### src/rtl/ula_181_seq_if.sv
// Handshake/operand bus for the sequenced 74181-style ULA.
// The slave modport is the ULA side. The master modport is the producer/consumer side.
interface ula_181_seq_if #(
  parameter int WIDTH = 16
) ();
  logic             in_valid;
  logic             in_ready;
  logic [WIDTH-1:0] a;
  logic [WIDTH-1:0] b;
  logic [3:0]       s;
  logic             m;
  logic             c_in;
  logic             out_valid;
  logic             out_ready;
  logic [WIDTH-1:0] f;
  logic             c_out;
  logic             ovf;
  logic             zero;
  logic             a_eq_b;
  logic             busy;

  modport master (
    output in_valid, a, b, s, m, c_in, out_ready,
    input  in_ready, out_valid, f, c_out, ovf, zero, a_eq_b, busy
  );

  modport slave (
    input  in_valid, a, b, s, m, c_in, out_ready,
    output in_ready, out_valid, f, c_out, ovf, zero, a_eq_b, busy
  );
endinterface

### src/rtl/ula_181_seq.sv
// Sequenced 74181-style ULA. It evaluates one SLICE_W-bit slice per clock.
// The ripple carry between slices is held in a register, which behaves like
// cascaded 74181 chips spread out in time.
module ula_181_seq #(
  parameter int WIDTH   = 16,
  parameter int SLICE_W = 4
) (
  input  logic           clk,
  input  logic           rst_n,
  ula_181_seq_if.slave   bus
);

  localparam int NS = WIDTH / SLICE_W;
  localparam int CW = (NS > 1) ? $clog2(NS) : 1;

  typedef enum logic [1:0] {
    IDLE = 2'd0,
    RUN  = 2'd1,
    DONE = 2'd2
  } state_t;

  state_t r_state;
  state_t w_state_next;

  logic [WIDTH-1:0]   r_a;
  logic [WIDTH-1:0]   r_b;
  logic [3:0]         r_s;
  logic               r_m;
  logic               r_carry;
  logic [CW-1:0]      r_cnt;
  logic [WIDTH-1:0]   r_f;
  logic               r_c_out;
  logic               r_ovf;
  logic               r_zero;
  logic               r_a_eq_b;
  logic               r_out_valid;

  logic               w_in_ready;
  logic               w_accept;
  logic               w_last;
  logic [SLICE_W-1:0] w_as;
  logic [SLICE_W-1:0] w_bs;
  logic [SLICE_W-1:0] w_t1;
  logic [SLICE_W-1:0] w_t2;
  logic [SLICE_W:0]   w_sum;
  logic [SLICE_W-1:0] w_fs;
  logic               w_cout;
  logic               w_ovf;
  logic [WIDTH-1:0]   w_f_next;

  // Handshake decode: a finished result that is being consumed frees the block on the same edge.
  always_comb begin
    w_in_ready = (r_state == IDLE) || ((r_state == DONE) && bus.out_ready);
    w_accept   = bus.in_valid && w_in_ready;
    w_last     = (r_cnt == CW'(NS - 1));
  end

  // State register.
  always_ff @(posedge clk or negedge rst_n) begin
    if (!rst_n) r_state <= IDLE;
    else        r_state <= w_state_next;
  end

  // Next-state logic.
  always_comb begin
    w_state_next = r_state;
    case (r_state)
      IDLE:    if (w_accept) w_state_next = RUN;
      RUN:     if (w_last) w_state_next = DONE;
      DONE:    if (bus.out_ready) w_state_next = w_accept ? RUN : IDLE;
      default: w_state_next = IDLE;
    endcase
  end

  // Slice evaluation. The current slice is selected by the counter, and the
  // result is merged into f at that slice's position.
  always_comb begin
    w_as     = '0;
    w_bs     = '0;
    w_t1     = '0;
    w_t2     = '0;
    w_fs     = '0;
    w_cout   = 1'b0;
    w_ovf    = 1'b0;
    w_f_next = r_f;
    for (int unsigned k = 0; k < NS; k++) begin
      if (r_cnt == CW'(k)) begin
        w_as = r_a[k*SLICE_W +: SLICE_W];
        w_bs = r_b[k*SLICE_W +: SLICE_W];
      end
    end
    case (r_s[1:0])
      2'b00: w_t1 = w_as;
      2'b01: w_t1 = w_as | w_bs;
      2'b10: w_t1 = w_as | ~w_bs;
      default: w_t1 = '1;
    endcase
    case (r_s[3:2])
      2'b00: w_t2 = '0;
      2'b01: w_t2 = w_as & ~w_bs;
      2'b10: w_t2 = w_as & w_bs;
      default: w_t2 = w_as;
    endcase
    w_sum = {1'b0, w_t1} + {1'b0, w_t2} + {{SLICE_W{1'b0}}, r_carry};
    if (r_m) begin
      case (r_s)
        4'b0000: w_fs = ~w_as;
        4'b0001: w_fs = ~(w_as | w_bs);
        4'b0010: w_fs = ~w_as & w_bs;
        4'b0011: w_fs = '0;
        4'b0100: w_fs = ~(w_as & w_bs);
        4'b0101: w_fs = ~w_bs;
        4'b0110: w_fs = w_as ^ w_bs;
        4'b0111: w_fs = w_as & ~w_bs;
        4'b1000: w_fs = ~w_as | w_bs;
        4'b1001: w_fs = ~(w_as ^ w_bs);
        4'b1010: w_fs = w_bs;
        4'b1011: w_fs = w_as & w_bs;
        4'b1100: w_fs = '1;
        4'b1101: w_fs = w_as | ~w_bs;
        4'b1110: w_fs = w_as | w_bs;
        default: w_fs = w_as;
      endcase
    end else begin
      w_fs   = w_sum[SLICE_W-1:0];
      w_cout = w_sum[SLICE_W];
      // The carry into the MSB is recovered from the sum bit and the two term bits.
      w_ovf  = (w_sum[SLICE_W-1] ^ w_t1[SLICE_W-1] ^ w_t2[SLICE_W-1]) ^ w_cout;
    end
    for (int unsigned k = 0; k < NS; k++) begin
      if (r_cnt == CW'(k)) w_f_next[k*SLICE_W +: SLICE_W] = w_fs;
    end
  end

  // Datapath: operand capture, per-slice result and carry, and final flags.
  always_ff @(posedge clk or negedge rst_n) begin
    if (!rst_n) begin
      r_a         <= '0;
      r_b         <= '0;
      r_s         <= '0;
      r_m         <= 1'b0;
      r_carry     <= 1'b0;
      r_cnt       <= '0;
      r_f         <= '0;
      r_c_out     <= 1'b0;
      r_ovf       <= 1'b0;
      r_zero      <= 1'b0;
      r_a_eq_b    <= 1'b0;
      r_out_valid <= 1'b0;
    end else if (w_accept) begin
      r_a         <= bus.a;
      r_b         <= bus.b;
      r_s         <= bus.s;
      r_m         <= bus.m;
      r_carry     <= bus.c_in & ~bus.m;
      r_cnt       <= '0;
      r_out_valid <= 1'b0;
    end else if (r_state == RUN) begin
      r_f     <= w_f_next;
      r_carry <= w_cout;
      r_cnt   <= r_cnt + 1'b1;
      if (w_last) begin
        r_out_valid <= 1'b1;
        r_c_out     <= w_cout;
        r_ovf       <= w_ovf;
        r_zero      <= (w_f_next == '0);
        r_a_eq_b    <= (r_a == r_b);
      end
    end else if ((r_state == DONE) && bus.out_ready) begin
      r_out_valid <= 1'b0;
    end
  end

  assign bus.in_ready  = w_in_ready;
  assign bus.out_valid = r_out_valid;
  assign bus.f         = r_f;
  assign bus.c_out     = r_c_out;
  assign bus.ovf       = r_ovf;
  assign bus.zero      = r_zero;
  assign bus.a_eq_b    = r_a_eq_b;
  assign bus.busy      = (r_state == RUN);

endmodule
### src/flat_wrapper.sv
// flat-port wrapper written by rule: the top's interface ports become plain ports
module ula_181_seq_flat 
#(
  parameter int WIDTH   = 16,
  parameter int SLICE_W = 4
)
  (clk, rst_n, bus_in_valid, bus_a, bus_b, bus_s, bus_m, bus_c_in, bus_out_ready, bus_in_ready, bus_out_valid, bus_f, bus_c_out, bus_ovf, bus_zero, bus_a_eq_b, bus_busy);
  ula_181_seq_if #(.WIDTH(WIDTH)) bus_i ();
  input  logic clk;
  input  logic rst_n;
  input wire logic [$bits(bus_i.in_valid)-1:0] bus_in_valid;
  input wire logic [$bits(bus_i.a)-1:0] bus_a;
  input wire logic [$bits(bus_i.b)-1:0] bus_b;
  input wire logic [$bits(bus_i.s)-1:0] bus_s;
  input wire logic [$bits(bus_i.m)-1:0] bus_m;
  input wire logic [$bits(bus_i.c_in)-1:0] bus_c_in;
  input wire logic [$bits(bus_i.out_ready)-1:0] bus_out_ready;
  output wire logic [$bits(bus_i.in_ready)-1:0] bus_in_ready;
  output wire logic [$bits(bus_i.out_valid)-1:0] bus_out_valid;
  output wire logic [$bits(bus_i.f)-1:0] bus_f;
  output wire logic [$bits(bus_i.c_out)-1:0] bus_c_out;
  output wire logic [$bits(bus_i.ovf)-1:0] bus_ovf;
  output wire logic [$bits(bus_i.zero)-1:0] bus_zero;
  output wire logic [$bits(bus_i.a_eq_b)-1:0] bus_a_eq_b;
  output wire logic [$bits(bus_i.busy)-1:0] bus_busy;
  assign bus_i.in_valid = bus_in_valid;
  assign bus_i.a = bus_a;
  assign bus_i.b = bus_b;
  assign bus_i.s = bus_s;
  assign bus_i.m = bus_m;
  assign bus_i.c_in = bus_c_in;
  assign bus_i.out_ready = bus_out_ready;
  assign bus_in_ready = bus_i.in_ready;
  assign bus_out_valid = bus_i.out_valid;
  assign bus_f = bus_i.f;
  assign bus_c_out = bus_i.c_out;
  assign bus_ovf = bus_i.ovf;
  assign bus_zero = bus_i.zero;
  assign bus_a_eq_b = bus_i.a_eq_b;
  assign bus_busy = bus_i.busy;
  ula_181_seq #(.WIDTH(WIDTH), .SLICE_W(SLICE_W)) u_core (.clk(clk), .rst_n(rst_n), .bus(bus_i));
endmodule
### config.mk
export PLATFORM = sky130hd
export DESIGN_NAME = ula_181_seq_flat
export DESIGN_NICKNAME = d
export VERILOG_FILES = /design/src/rtl/ula_181_seq_if.sv /design/src/rtl/ula_181_seq.sv /design/src/flat_wrapper.sv
export SDC_FILE = /design/constraint.sdc
export NUM_CORES = 1
export LEC_CHECK = 0
export ABC_AREA = 0
export CORE_ASPECT_RATIO = 2
export CORE_UTILIZATION = 55
export DETAILED_ROUTE_END_ITERATION = 8
export PLACE_DENSITY = 0.81
export SLEW_MARGIN = 10
export SYNTH_ARGS = -nofsm -noshare
export SYNTH_HDL_FRONTEND = slang
export SYNTH_SLANG_ARGS = --single-unit
### constraint.sdc
create_clock -name clk -period 9.15 [get_ports clk]
set_input_delay 1.83 -clock clk [delete_from_list [all_inputs] [get_ports clk]]
set_output_delay 1.83 -clock clk [all_outputs]
set_load 0.01 [all_outputs]
==> summary.md, run 1 <==
| Metric | Value |
|---|---|
| Minimum clock period | `between 4 and 5 ns` |
| Startpoint Class | `input pin` |
| Crit Path Max Fanout | `2` |
| Die area | `slightly above 8000 um^2` |
| Final Cycle Share | `53.1%` |
| Critical Path RT | `between 7 and 8 ns` |
| Root Driver | `clkbuf_16` |
| Gr usage total | `around 28%` |
| Ys flop type | `dfrtp_1` |
| Routing usage on met2 | `approximately half` |
| FILL cells | `543` |
| Ports | `65` |
| Syn Std Cell Area | `about 4200 um^2` |
| Largest net degree at the start of global routing | `64` |
| Vias after detailed routing | `3539` |
| Max H-tree Level | `3` |
| Nets | `550` |
| Met3 usage | `4.17%` |
| Die Span X | `between 60 and 70 um` |
| Clock buffer count from CTS | `9` |
| Worst Setup End Kind | `output pin` |
| First-pass GRT wire length | `17.3 mm` |
| Area added between synthesis and finish | `22.3%` |
| FFs w/ async S/R, synth | `100%` |
| Setup-failing EPs final | `0` |
| Post-CTS sizing | `0` |
| Commonest non-fill, non-tap cells in the layout | `63 x clkdlybuf4s50_1, 63 x dfrtp_1, 50 x nand2_1, 37 x mux2_2, 33 x o21ai_0` |
| First-pass iteration count of the detailed router | `4` |
| Core Region | `between 7000 and 8000 um^2` |
| Ant. Diodes | `0` |
| Clk buf depth | `2` |
| Synth Instances | `around 430` |
| Post-route setup TNS | `0 ns` |
| Count of cell types in the netlist | `73` |
| Yosys reg bits | `63` |
| Layout cell share with drive strength beyond 1 | `~16%` |
| Worst Tran Pin Value | `~1 ns` |
| Max_cap viols | `0` |
| GR Overflow Total | `0` |
| Final HPWL DP | `a little under 8 mm` |
| Vias per std cell | `between 6 and 7` |
| Die Ht | `126 um` |
| Post-CTS Setup Bufs | `0` |
| Synth Warn # | `0` |
| Number of global-route vias before repair | `between 3000 and 4000` |
| RePlAce Congestion | `approximately 0.90` |
| IO Port Bufs | `64` |
| Status | `completed` |
| Avg Inst Size Synth | `slightly below 10 um^2` |
| Clock sink count | `between 60 and 70` |
| WS Path Type | `input pin to output pin` |
| Floorplan row count | `44` |
| Slew Limit Fails | `0` |
| Antenna violations before repair | `0` |
| Wirelength, routed | `10.5 mm` |
| Hold_buf cts | `0` |
| Setup Skew | `0.00583 ns` |
| Post-synth EDFFs | `0` |
| Worst-Skew Late Latency | `roughly 0.32 ns` |
| Initial Utilization | `between 50% and 60%` |
| Min-delay worst type | `flip-flop to flip-flop` |
| FMAX | `206 MHz` |
| Routed len/inst | `roughly 18 um` |
| Unrepaired setup endpoints after global routing | `false` |
| CTS tree | `yes` |
| Final ANT Viol Nets | `0` |
| Critical Path AT | `around 3 ns` |
| Gr busiest metal | `met2` |
| Relative slew slack | `around a third` |
| # DRC | `0` |
| Mapped Nets | `about 500` |
| Clk slew on worst S/H paths | `approximately 0.050 ns` |
| Sequential area share after synthesis | `37.3%` |
| Initial DRC count | `270` |
| Hold Fails Final Rpt | `0` |
| Met1 Use GR | `28.8%` |
[worst max-delay path, stage by stage]
cell             delay, ns
clkdlybuf4s50_1       0.47
nor2b_1               0.06
nor2_1                0.12
clkdlybuf4s50_1       0.55
[cell usage after synthesis (all sizes together) (4+ instances only)]
| master | instances | area (um^2) |
|---|---|---|
| dfrtp | 63 | 1580 |
| nand2 | 50 | 188 |
| o21ai | 38 | 190 |
| mux2 | 37 | 417 |
| ha | 23 | 288 |
| nor2 | 22 | 85.1 |
| inv | 21 | 78.8 |
| buf | 18 | 105 |
| xor2 | 17 | 149 |
| a21oi | 14 | 73.8 |
| nand2b | 10 | 65.1 |
| o22ai | 8 | 56.3 |
| a211oi | 7 | 62.6 |
| nor4 | 7 | 43.8 |
| a31oi | 6 | 58.8 |
| clkbuf | 6 | 22.5 |
| nor2b | 6 | 37.5 |
| o211ai | 5 | 37.5 |
| a22oi | 4 | 30.0 |
| and2 | 4 | 25.0 |
| mux2i | 4 | 40.0 |
| nand3b | 4 | 42.5 |
[layer usage]
layer	wire (um)	share of wire (%)
met2	5730	54
met4	621	5.9
met5	0	0
met1	3800	36
met3	381	3.6
[cell families (layout without fill, tap and decap cells)]
logic type / after synthesis / after routing / share of synthesized area [%]
xor gates and xnor gates: 20 / 20 / 4.15
adders and majority gates: 25 / 25 / 7.76
DFF: 63 / 63 / 37.3
muxes: 41 / 41 / 10.8
buffers and inverters: 45 / 102 / 4.89
AOI/OAI and AO/OA: 114 / 114 / 19.8
and+or+nand+nor: 123 / 123 / 15.2
[final timing paths]
check                                             start                             to  slack (ns)  cells past startpoint
min in group asynchronous                         rst_n     u_core.r_a[11]$_DFFE_PN0P_        1.66                      2
max in group asynchronous                         rst_n  u_core.bus.a_eq_b$_DFFE_PN0P_        6.97                      2
hold / removal             u_core.bus.f[13]$_DFFE_PN0P_   u_core.bus.f[13]$_DFFE_PN0P_        0.49                      2
setup / recovery                          bus_out_ready                   bus_in_ready        4.29                      4
setup reg to reg            u_core.r_cnt[1]$_DFFE_PN0P_    u_core.bus.f[3]$_DFFE_PN0P_        4.67                     16
hold reg to reg            u_core.bus.f[13]$_DFFE_PN0P_   u_core.bus.f[13]$_DFFE_PN0P_        0.49                      2
[per-stage QoR]
step | cells | hold slack [ns] | util, % | cell area [um^2] | setup slack [ns]
final | 580 | 0.487 | 70.6 | 5170 | 4.29
after global placement | 564 | 0.467 | 66.3 | 4860 | 4.30
after floorplan | 431 | 0.465 | - | 4220 | 5.28
after CTS | 580 | 0.493 | 70.6 | 5170 | 4.27
after global routing | 580 | 0.516 | 70.6 | 5170 | 4.25
after detailed placement | 564 | 0.479 | 66.3 | 4860 | 4.28
[registers in the layout (all words and copies together) (netlist names)]
register              cells
u_core.bus.a_eq_b         1
u_core.bus.c_out          1
u_core.bus.f             16
u_core.bus.out_valid      1
u_core.bus.ovf            1
u_core.bus.zero           1
u_core.r_a               16
u_core.r_b               16
u_core.r_carry            1
u_core.r_cnt              2
u_core.r_m                1
u_core.r_s                4
u_core.r_state            2
[final cells by class]
| cell class | count | area [um^2] | area share (%) |
|---|---|---|---|
| clock inverter | 3 | 40.0 | 0.775 |
| multi-input combinational | 323 | 2440 | 47.3 |
| inverter | 21 | 78.8 | 1.53 |
| tap | 92 | 115 | 2.23 |
| clock buffer | 13 | 270 | 5.23 |
| timing repair buffer | 65 | 643 | 12.4 |
| sequential | 63 | 1580 | 30.5 |
Power of run 1 is not shown: default switching activity piles up to over one toggle a cycle in this logic, so the estimate is an artifact.
==> inputs of run 2 (changes only) <==
- CORE_UTILIZATION: 55 -> 49
- PLACE_DENSITY: 0.81 -> 0.77
- clock period: 9.15 -> 4.4 ns (I/O delays scaled with it)
==> run 2 against run 1 <==
Against the previous run: die area grew 12%; first-iteration DRC count is 1.1% higher; non-clock buffer count grew 9; via count increased by 3.5%; clock skew hardly changed; hold slack improved by 0.0010 ns; critical path depth grew 14; core utilization fell by 7.2 points; routed wire length grew 12%; register-to-register slack lost 4.4 ns; final cell count rose by 2.6%; critical path type is now flip-flop to flip-flop; largest cell class unchanged.
==> summary.md, run 2 (synthesized netlist as in run 1, its figures left out) <==
| Metric | Value |
|---|---|
| Crit Path Max Fanout | `11 (+9)` |
| Area added between synthesis and finish | `24.3%` |
| Area occupied by multi-input gates | `2460 um^2 (+0.87%)` |
| Slew Limit Fails | `0 (unchanged)` |
| Delay of the slowest cell on the worst path | `0.43 ns (-0.12 ns)` |
| Vias after detailed routing | `3664 (+3.5%)` |
| Min-delay worst type | `flip-flop to flip-flop` |
| Vias per std cell | `6.16 (+0.92%)` |
| Nets | `559 (+1.6%)` |
| Slowest-stage cell, CP | `fa_1` |
| CTS tree | `yes` |
| Hold Fails Final Rpt | `0 (unchanged)` |
| Worst Hold Depth | `2 (unchanged)` |
| Clock buffer count from CTS | `9 (unchanged)` |
| Clk buf depth | `2 (unchanged)` |
| Clock sink count | `63 (unchanged)` |
| IO Port Bufs | `64 (unchanged)` |
| Initial Utilization | `50.9% (-6.7 points)` |
| WS Path Type | `flip-flop to flip-flop` |
| Number of global-route vias before repair | `3816 (+6.1%)` |
| DP Area | `4930 um^2 (+1.5%)` |
| Crit. path cell count | `18 (+14)` |
| Relative slew slack | `33.7% (+0.48 points)` |
| Final HPWL DP | `8.83 mm (+13%)` |
| FF/Latch Area | `1580 um^2 (unchanged)` |
| Critical Path AT | `4.35 ns (+1.32 ns)` |
| Largest net degree at the start of global routing | `47 (-27%)` |
| Wirelength, routed | `11.8 mm (+12%)` |
| Post-route cell area | `5250 um^2 (+1.6%)` |
| First-pass iteration count of the detailed router | `5 (+1)` |
| Crit-path cells | `inv_1, ha_2, or2_1, a21oi_1, a21oi_2, ha_1, mux2_2, a22oi_1, fa_1, inv_1, fa_1, a21o_1, a21oi_1, a211oi_1, a211oi_1, xnor2_1, xor2_1, o31ai_2` |
| Worst Setup End Kind | `flip-flop` |
| Max H-tree Level | `3 (unchanged)` |
| Die area | `9020 um^2 (+12%)` |
| Worst-Skew Late Latency | `0.34 ns (+0.02 ns)` |
| Gr usage total | `29.1% (+0.94 points)` |
| Die Ht | `133 um (+5.9%)` |
| First-pass GRT wire length | `19.0 mm (+9.8%)` |
| Final ANT Viol Nets | `0 (unchanged)` |
| Max_cap viols | `0 (unchanged)` |
| Antenna violations before repair | `0 (unchanged)` |
| Status | `completed` |
| FMAX | `241 MHz` |
| Crit-path leading delay family | `compound AO/OA/AOI/OAI gates` |
| Initial DRC count | `273 (+1.1%)` |
| Routed len/inst | `19.8 um (+8.9%)` |
| Commonest non-fill, non-tap cells in the layout | `63 x clkdlybuf4s50_1, 63 x dfrtp_1, 50 x nand2_1, 37 x mux2_2, 33 x o21ai_0` |
| Hold_buf cts | `0 (unchanged)` |
| Clk slew on worst S/H paths | `0.06 ns (about the same)` |
| Root Driver | `clkbuf_16` |
| Die Span X | `67.7 um (+5.8%)` |
| Core Region | `8290 um^2 (+13%)` |
| GR Overflow Total | `0 (unchanged)` |
| Post-CTS sizing | `0 (unchanged)` |
| Floorplan row count | `47 (+6.8%)` |
| R2r worst-path depth | `18 (+2)` |
| RePlAce Congestion | `0.980 (+8.4%)` |
| Fin util | `63.3% (-7.2 points)` |
| Startpoint Class | `flip-flop` |
| Minimum clock period | `~4.1 ns` |
| Layout cell share with drive strength beyond 1 | `18.7% (+2.7 points)` |
| Setup-failing EPs final | `0 (unchanged)` |
| FILL cells | `674 (+24%)` |
| Setup Skew | `0.00595 ns (+0.000121 ns)` |
| CP bufs+invs | `2 (unchanged)` |
| Ports | `65 (unchanged)` |
| Final Cycle Share | `between 90 and 100%` |
| Post-CTS Setup Bufs | `0 (unchanged)` |
| Worst Tran Pin Value | `0.994 ns (-0.00717 ns)` |
| Critical Path RT | `4.61 ns (-2.71 ns)` |
| # DRC | `0 (unchanged)` |
| Ant. Diodes | `0 (unchanged)` |
-- run 2: changes by cell type in the layout (fill, tap and decap cells not counted), moves of 2 or more --
| cell | before | now |
|---|---|---|
| ha_2 | 0 | 4 |
| clkinvlp_4 | 0 | 2 |
| ha_1 | 23 | 19 |
| clkbuf_8 | 3 | 0 |
| buf_4 | 1 | 10 |
-- run 2: layer usage --
metal	GRT usage (%)	share of wire (%)	up-vias
li1	-	-	1678
met1	29.7	35	1806
met2	48.2	54	123
met3	5.91	3.1	57
met4	24.1	7.9	0
met5	0	0	-
-- run 2: tightest hold or removal path, cell delays in order, from the launching register on --
cell and delay [ns]:
dfrtp_1 0.34, nand2_1 0.05, o21ai_1 0.06
-- run 2: area by class of cell --
cell class,count,area share [%]
clock buffer,9,4.29
clock inverter,7,1.38
inverter,21,1.50
multi-input combinational,323,46.9
sequential,63,30.0
tap,98,2.34
timing repair buffer,74,13.5
-- run 2: through the flow --
| stage | setup TNS [ns] | setup WS [ns] | hold WS [ns] | instances |
|---|---|---|---|---|
| 6_report | 0 | 0.259 | 0.488 | 595 |
| 5_1_grt | -0.00624 | -0.00624 | 0.536 | 595 |
| 3_5_place_dp | 0 | 0.189 | 0.478 | 579 |
| 4_1_cts | 0 | 0.155 | 0.490 | 595 |
| 2_1_floorplan | 0 | 0.582 | 0.465 | 431 |
| 3_3_place_gp | 0 | 0.312 | 0.471 | 579 |
-- run 2: path summary, 6_finish.rpt --
kind,start,endpoint,slack [ns]
setup / recovery,u_core.r_cnt[0]$_DFFE_PN0P_,u_core.bus.ovf$_DFFE_PN0P_,0.26
hold / removal,u_core.bus.f[12]$_DFFE_PN0P_,u_core.bus.f[12]$_DFFE_PN0P_,0.49
setup reg to reg,u_core.r_cnt[0]$_DFFE_PN0P_,u_core.bus.ovf$_DFFE_PN0P_,0.26
hold reg to reg,u_core.bus.f[12]$_DFFE_PN0P_,u_core.bus.f[12]$_DFFE_PN0P_,0.49
max in group asynchronous,rst_n,u_core.r_b[1]$_DFFE_PN0P_,2.92
min in group asynchronous,rst_n,u_core.bus.c_out$_DFFE_PN0P_,0.60
Power of run 2 is left out for the same reason.
==> inputs of run 3 (changes only) <==
- ABC_AREA: 0 -> 1
- CORE_UTILIZATION: 49 -> 50
==> run 3 against run 2 <==
Against the previous run: via count increased by 24%; final area increased by 2.6%; global-route usage increased by 3.4 points; maximum frequency increased by 4.5%; hold slack got worse by 0.010 ns; critical path depth increased by 7; critical path type unchanged; critical endpoint is now u_core.bus.zero$_DFFE_PN0P_.
==> summary.md, run 3 <==
| Metric | Value |
|---|---|
| Clk slew on worst S/H paths | `0.05 ns (about the same)` |
| Count of cell types in the netlist | `36 (-51%)` |
| Antenna violations before repair | `0 (unchanged)` |
| Clk buf depth | `2 (unchanged)` |
| Unrepaired setup endpoints after global routing | `false` |
| # DRC | `0 (unchanged)` |
| Clock buffer count from CTS | `9 (unchanged)` |
| Initial Utilization | `51.0% (about the same)` |
| Crit Path Max Fanout | `16 (+5)` |
| CP bufs+invs | `4 (+2)` |
| Yosys reg bits | `63 (unchanged)` |
| Area occupied by multi-input gates | `2430 um^2 (-1.4%)` |
| Synth top area share | `36.0% (-1.3 points)` |
| Commonest non-fill, non-tap cells in the layout | `231 x nand2_1, 68 x inv_1, 63 x clkdlybuf4s50_1, 63 x dfrtp_1, 59 x o21ai_0` |
| Clock sink count | `63 (unchanged)` |
| First-pass iteration count of the detailed router | `6 (+1)` |
| Post-route setup TNS | `0 ns (unchanged)` |
| Wirelength, routed | `13.2 mm (+12%)` |
| Peak VDD IR | `597 uV` |
| Floorplan row count | `48 (+2.1%)` |
| FMAX | `252 MHz (+4.5%)` |
| Hold_buf cts | `0 (unchanged)` |
| DP Area | `5060 um^2 (+2.7%)` |
| Commonest cells in the synthesized netlist | `231 x nand2_1, 68 x inv_1, 63 x dfrtp_1` |
| Core Region | `8590 um^2 (+3.6%)` |
| Worst Hold Depth | `2 (unchanged)` |
| Worst Setup End Kind | `flip-flop` |
| Slew Limit Fails | `0 (unchanged)` |
| Syn Std Cell Area | `4380 um^2 (+3.6%)` |
| Area added between synthesis and finish | `23.0%` |
| Setup Skew | `0.00522 ns (-0.000728 ns)` |
| Startpoint Class | `flip-flop` |
| GR Overflow Total | `0 (unchanged)` |
| Worst-Skew Late Latency | `0.33 ns (about the same)` |
| Ys flop type | `dfrtp_1` |
| Largest cells by area after synthesis | `dfrtp_1 36%, nand2_1 20%, o21ai_0 6.7%, ha_1 6.6%, inv_1 5.8%` |
| Final Cycle Share | `90.0% (-4.1 points)` |
| Crit. path cell count | `25 (+7)` |
| Hold Fails Final Rpt | `0 (unchanged)` |
| Vias per std cell | `5.63 (-8.5%)` |
| RePlAce Congestion | `0.940 (-4.1%)` |
| Ports | `65 (unchanged)` |
| FFs w/ async S/R, synth | `100% (unchanged)` |
| Crit-path leading delay family | `simple AND/OR/NAND/NOR gates` |
| Vias after detailed routing | `4534 (+24%)` |
| Die area | `9160 um^2 (+1.5%)` |
| FF/Latch Area | `1580 um^2 (unchanged)` |
| CTS tree | `yes` |
| Root Driver | `clkbuf_16` |
| Number of global-route vias before repair | `4545 (+19%)` |
| Worst Tran Pin Value | `0.736 ns (-0.258 ns)` |
| Post-CTS Setup Bufs | `0 (unchanged)` |
| Mapped Nets | `707 (+42%)` |
| WS Path Type | `flip-flop to flip-flop` |
| Gr usage total | `32.5% (+3.4 points)` |
| Max_cap viols | `0 (unchanged)` |
| Max H-tree Level | `3 (unchanged)` |
| Routed len/inst | `16.4 um (-17%)` |
| First-pass GRT wire length | `21.9 mm (+15%)` |
| R2r worst-path depth | `25 (+7)` |
| Hold WS | `0.478 ns (-0.00996 ns)` |
| Most common cell after layout, fill and taps aside | `nand2_1` |
| Critical Path AT | `4.23 ns (-0.12 ns)` |
| Sequential area share after synthesis | `36.0% (-1.3 points)` |
| P_leak | `around 2.7 nW` |
| Post-route cell area | `5390 um^2 (+2.6%)` |
| Setup-failing EPs final | `0 (unchanged)` |
| Die Ht | `134 um (+0.77%)` |
| Largest net degree at the start of global routing | `59 (+26%)` |
| Minimum clock period | `3.96 ns (-0.180 ns)` |
| Status | `completed` |
| Synth Instances | `640 (+48%)` |
| Final ANT Viol Nets | `0 (unchanged)` |
| Delay of the slowest cell on the worst path | `0.49 ns (+0.06 ns)` |
| FILL cells | `800 (+19%)` |
| Final HPWL DP | `10.2 mm (+16%)` |
| Synth Warn # | `0 (unchanged)` |
| Most frequent cell after synthesis | `nand2_1` |
| Layout cell share with drive strength beyond 1 | `6.52% (-12 points)` |
| Initial DRC count | `345 (+26%)` |
| Most area-hungry cell type in the Yosys netlist | `dfrtp_1` |
| Power Density | `approximately 950 nW/um^2` |
| Ant. Diodes | `0 (unchanged)` |
| Die Span X | `68.2 um (+0.76%)` |
| Nets | `767 (+37%)` |
| Crit path top cell by count | `nand2_1` |
| Avg Inst Size Synth | `6.84 um^2 (-30%)` |
| Post-synth EDFFs | `0 (unchanged)` |
| Critical Path RT | `4.67 ns (+0.06 ns)` |
| IO Port Bufs | `64 (unchanged)` |
| Slowest-stage cell, CP | `ha_1` |
| Relative slew slack | `50.7% (+17 points)` |
| Min-delay worst type | `flip-flop to flip-flop` |
| Overall power | `around 5 mW` |
-- run 3: report_power, final --
part | switching, mW | internal, mW
sequential | 0.276 | 0.849
combinational | 2.08 | 1.16
clock | 0.255 | 0.497
total | 2.61 | 2.50
-- run 3: worst min-delay path: stages (launching register included) --
cell and delay [ns]:
dfrtp_1 0.34, nand2_1 0.05, nand2_1 0.06
-- run 3: what timing repair did --
| item | CTS | global route |
|---|---|---|
| hold endpoints to repair | 0 | 0 |
| endpoints found under the setup margin | 0 | 3 |
| resized for setup | 0 | 3 |
-- run 3: layout make-up --
| type | instances | area share, % |
|---|---|---|
| multi-input cells | 484 | 45.1 |
| repair buffers | 67 | 12.2 |
| inverters | 75 | 5.23 |
| flip-flops and latches | 63 | 29.3 |
| clock buffers | 11 | 4.32 |
| well taps | 100 | 2.32 |
| clock inverters | 5 | 1.53 |
-- run 3: routing by layer --
metal	global-route usage (%)	vias to the layer above	part of all wire, %
met3	6.04	60	4.5
met4	24.2	0	6.7
met1	34.4	2127	35
met5	0	-	0
met2	54.4	193	54
li1	-	2154	-
-- run 3: metrics by stage --
stage,utilization [%],setup WS (ns),instances
4_1_cts,62.6,0.290,805
5_1_grt,62.7,0.0190,805
3_3_place_gp,59.0,0.420,789
6_report,62.7,0.439,805
3_5_place_dp,59.0,0.330,789
2_1_floorplan,-,1.13,640
-- run 3: logic make-up (layout without fill, tap and decap cells) --
logic type | after synthesis | in the layout | synth area share, %
fa+ha+maj | 25 | 25 | 7.49
simple gates | 348 | 348 | 33.0
flops | 63 | 63 | 36.0
xor+xnor | 13 | 13 | 2.60
compound gates | 98 | 98 | 12.2
buf+inv | 93 | 158 | 8.66
-- run 3: worst paths after layout --
check                                        startpoint  slack [ns]                      endpoint
max                         u_core.r_cnt[1]$_DFFE_PN0P_        0.44   u_core.bus.zero$_DFFE_PN0P_
min                        u_core.bus.f[13]$_DFFE_PN0P_        0.48  u_core.bus.f[13]$_DFFE_PN0P_
max reg2reg                 u_core.r_cnt[1]$_DFFE_PN0P_        0.44   u_core.bus.zero$_DFFE_PN0P_
min reg2reg                u_core.bus.f[13]$_DFFE_PN0P_        0.48  u_core.bus.f[13]$_DFFE_PN0P_
max in group asynchronous                         rst_n        2.92    u_core.r_a[12]$_DFFE_PN0P_
min in group asynchronous                         rst_n        0.58  u_core.bus.c_out$_DFFE_PN0P_
Note: power is estimated with default switching activity, not from simulation.
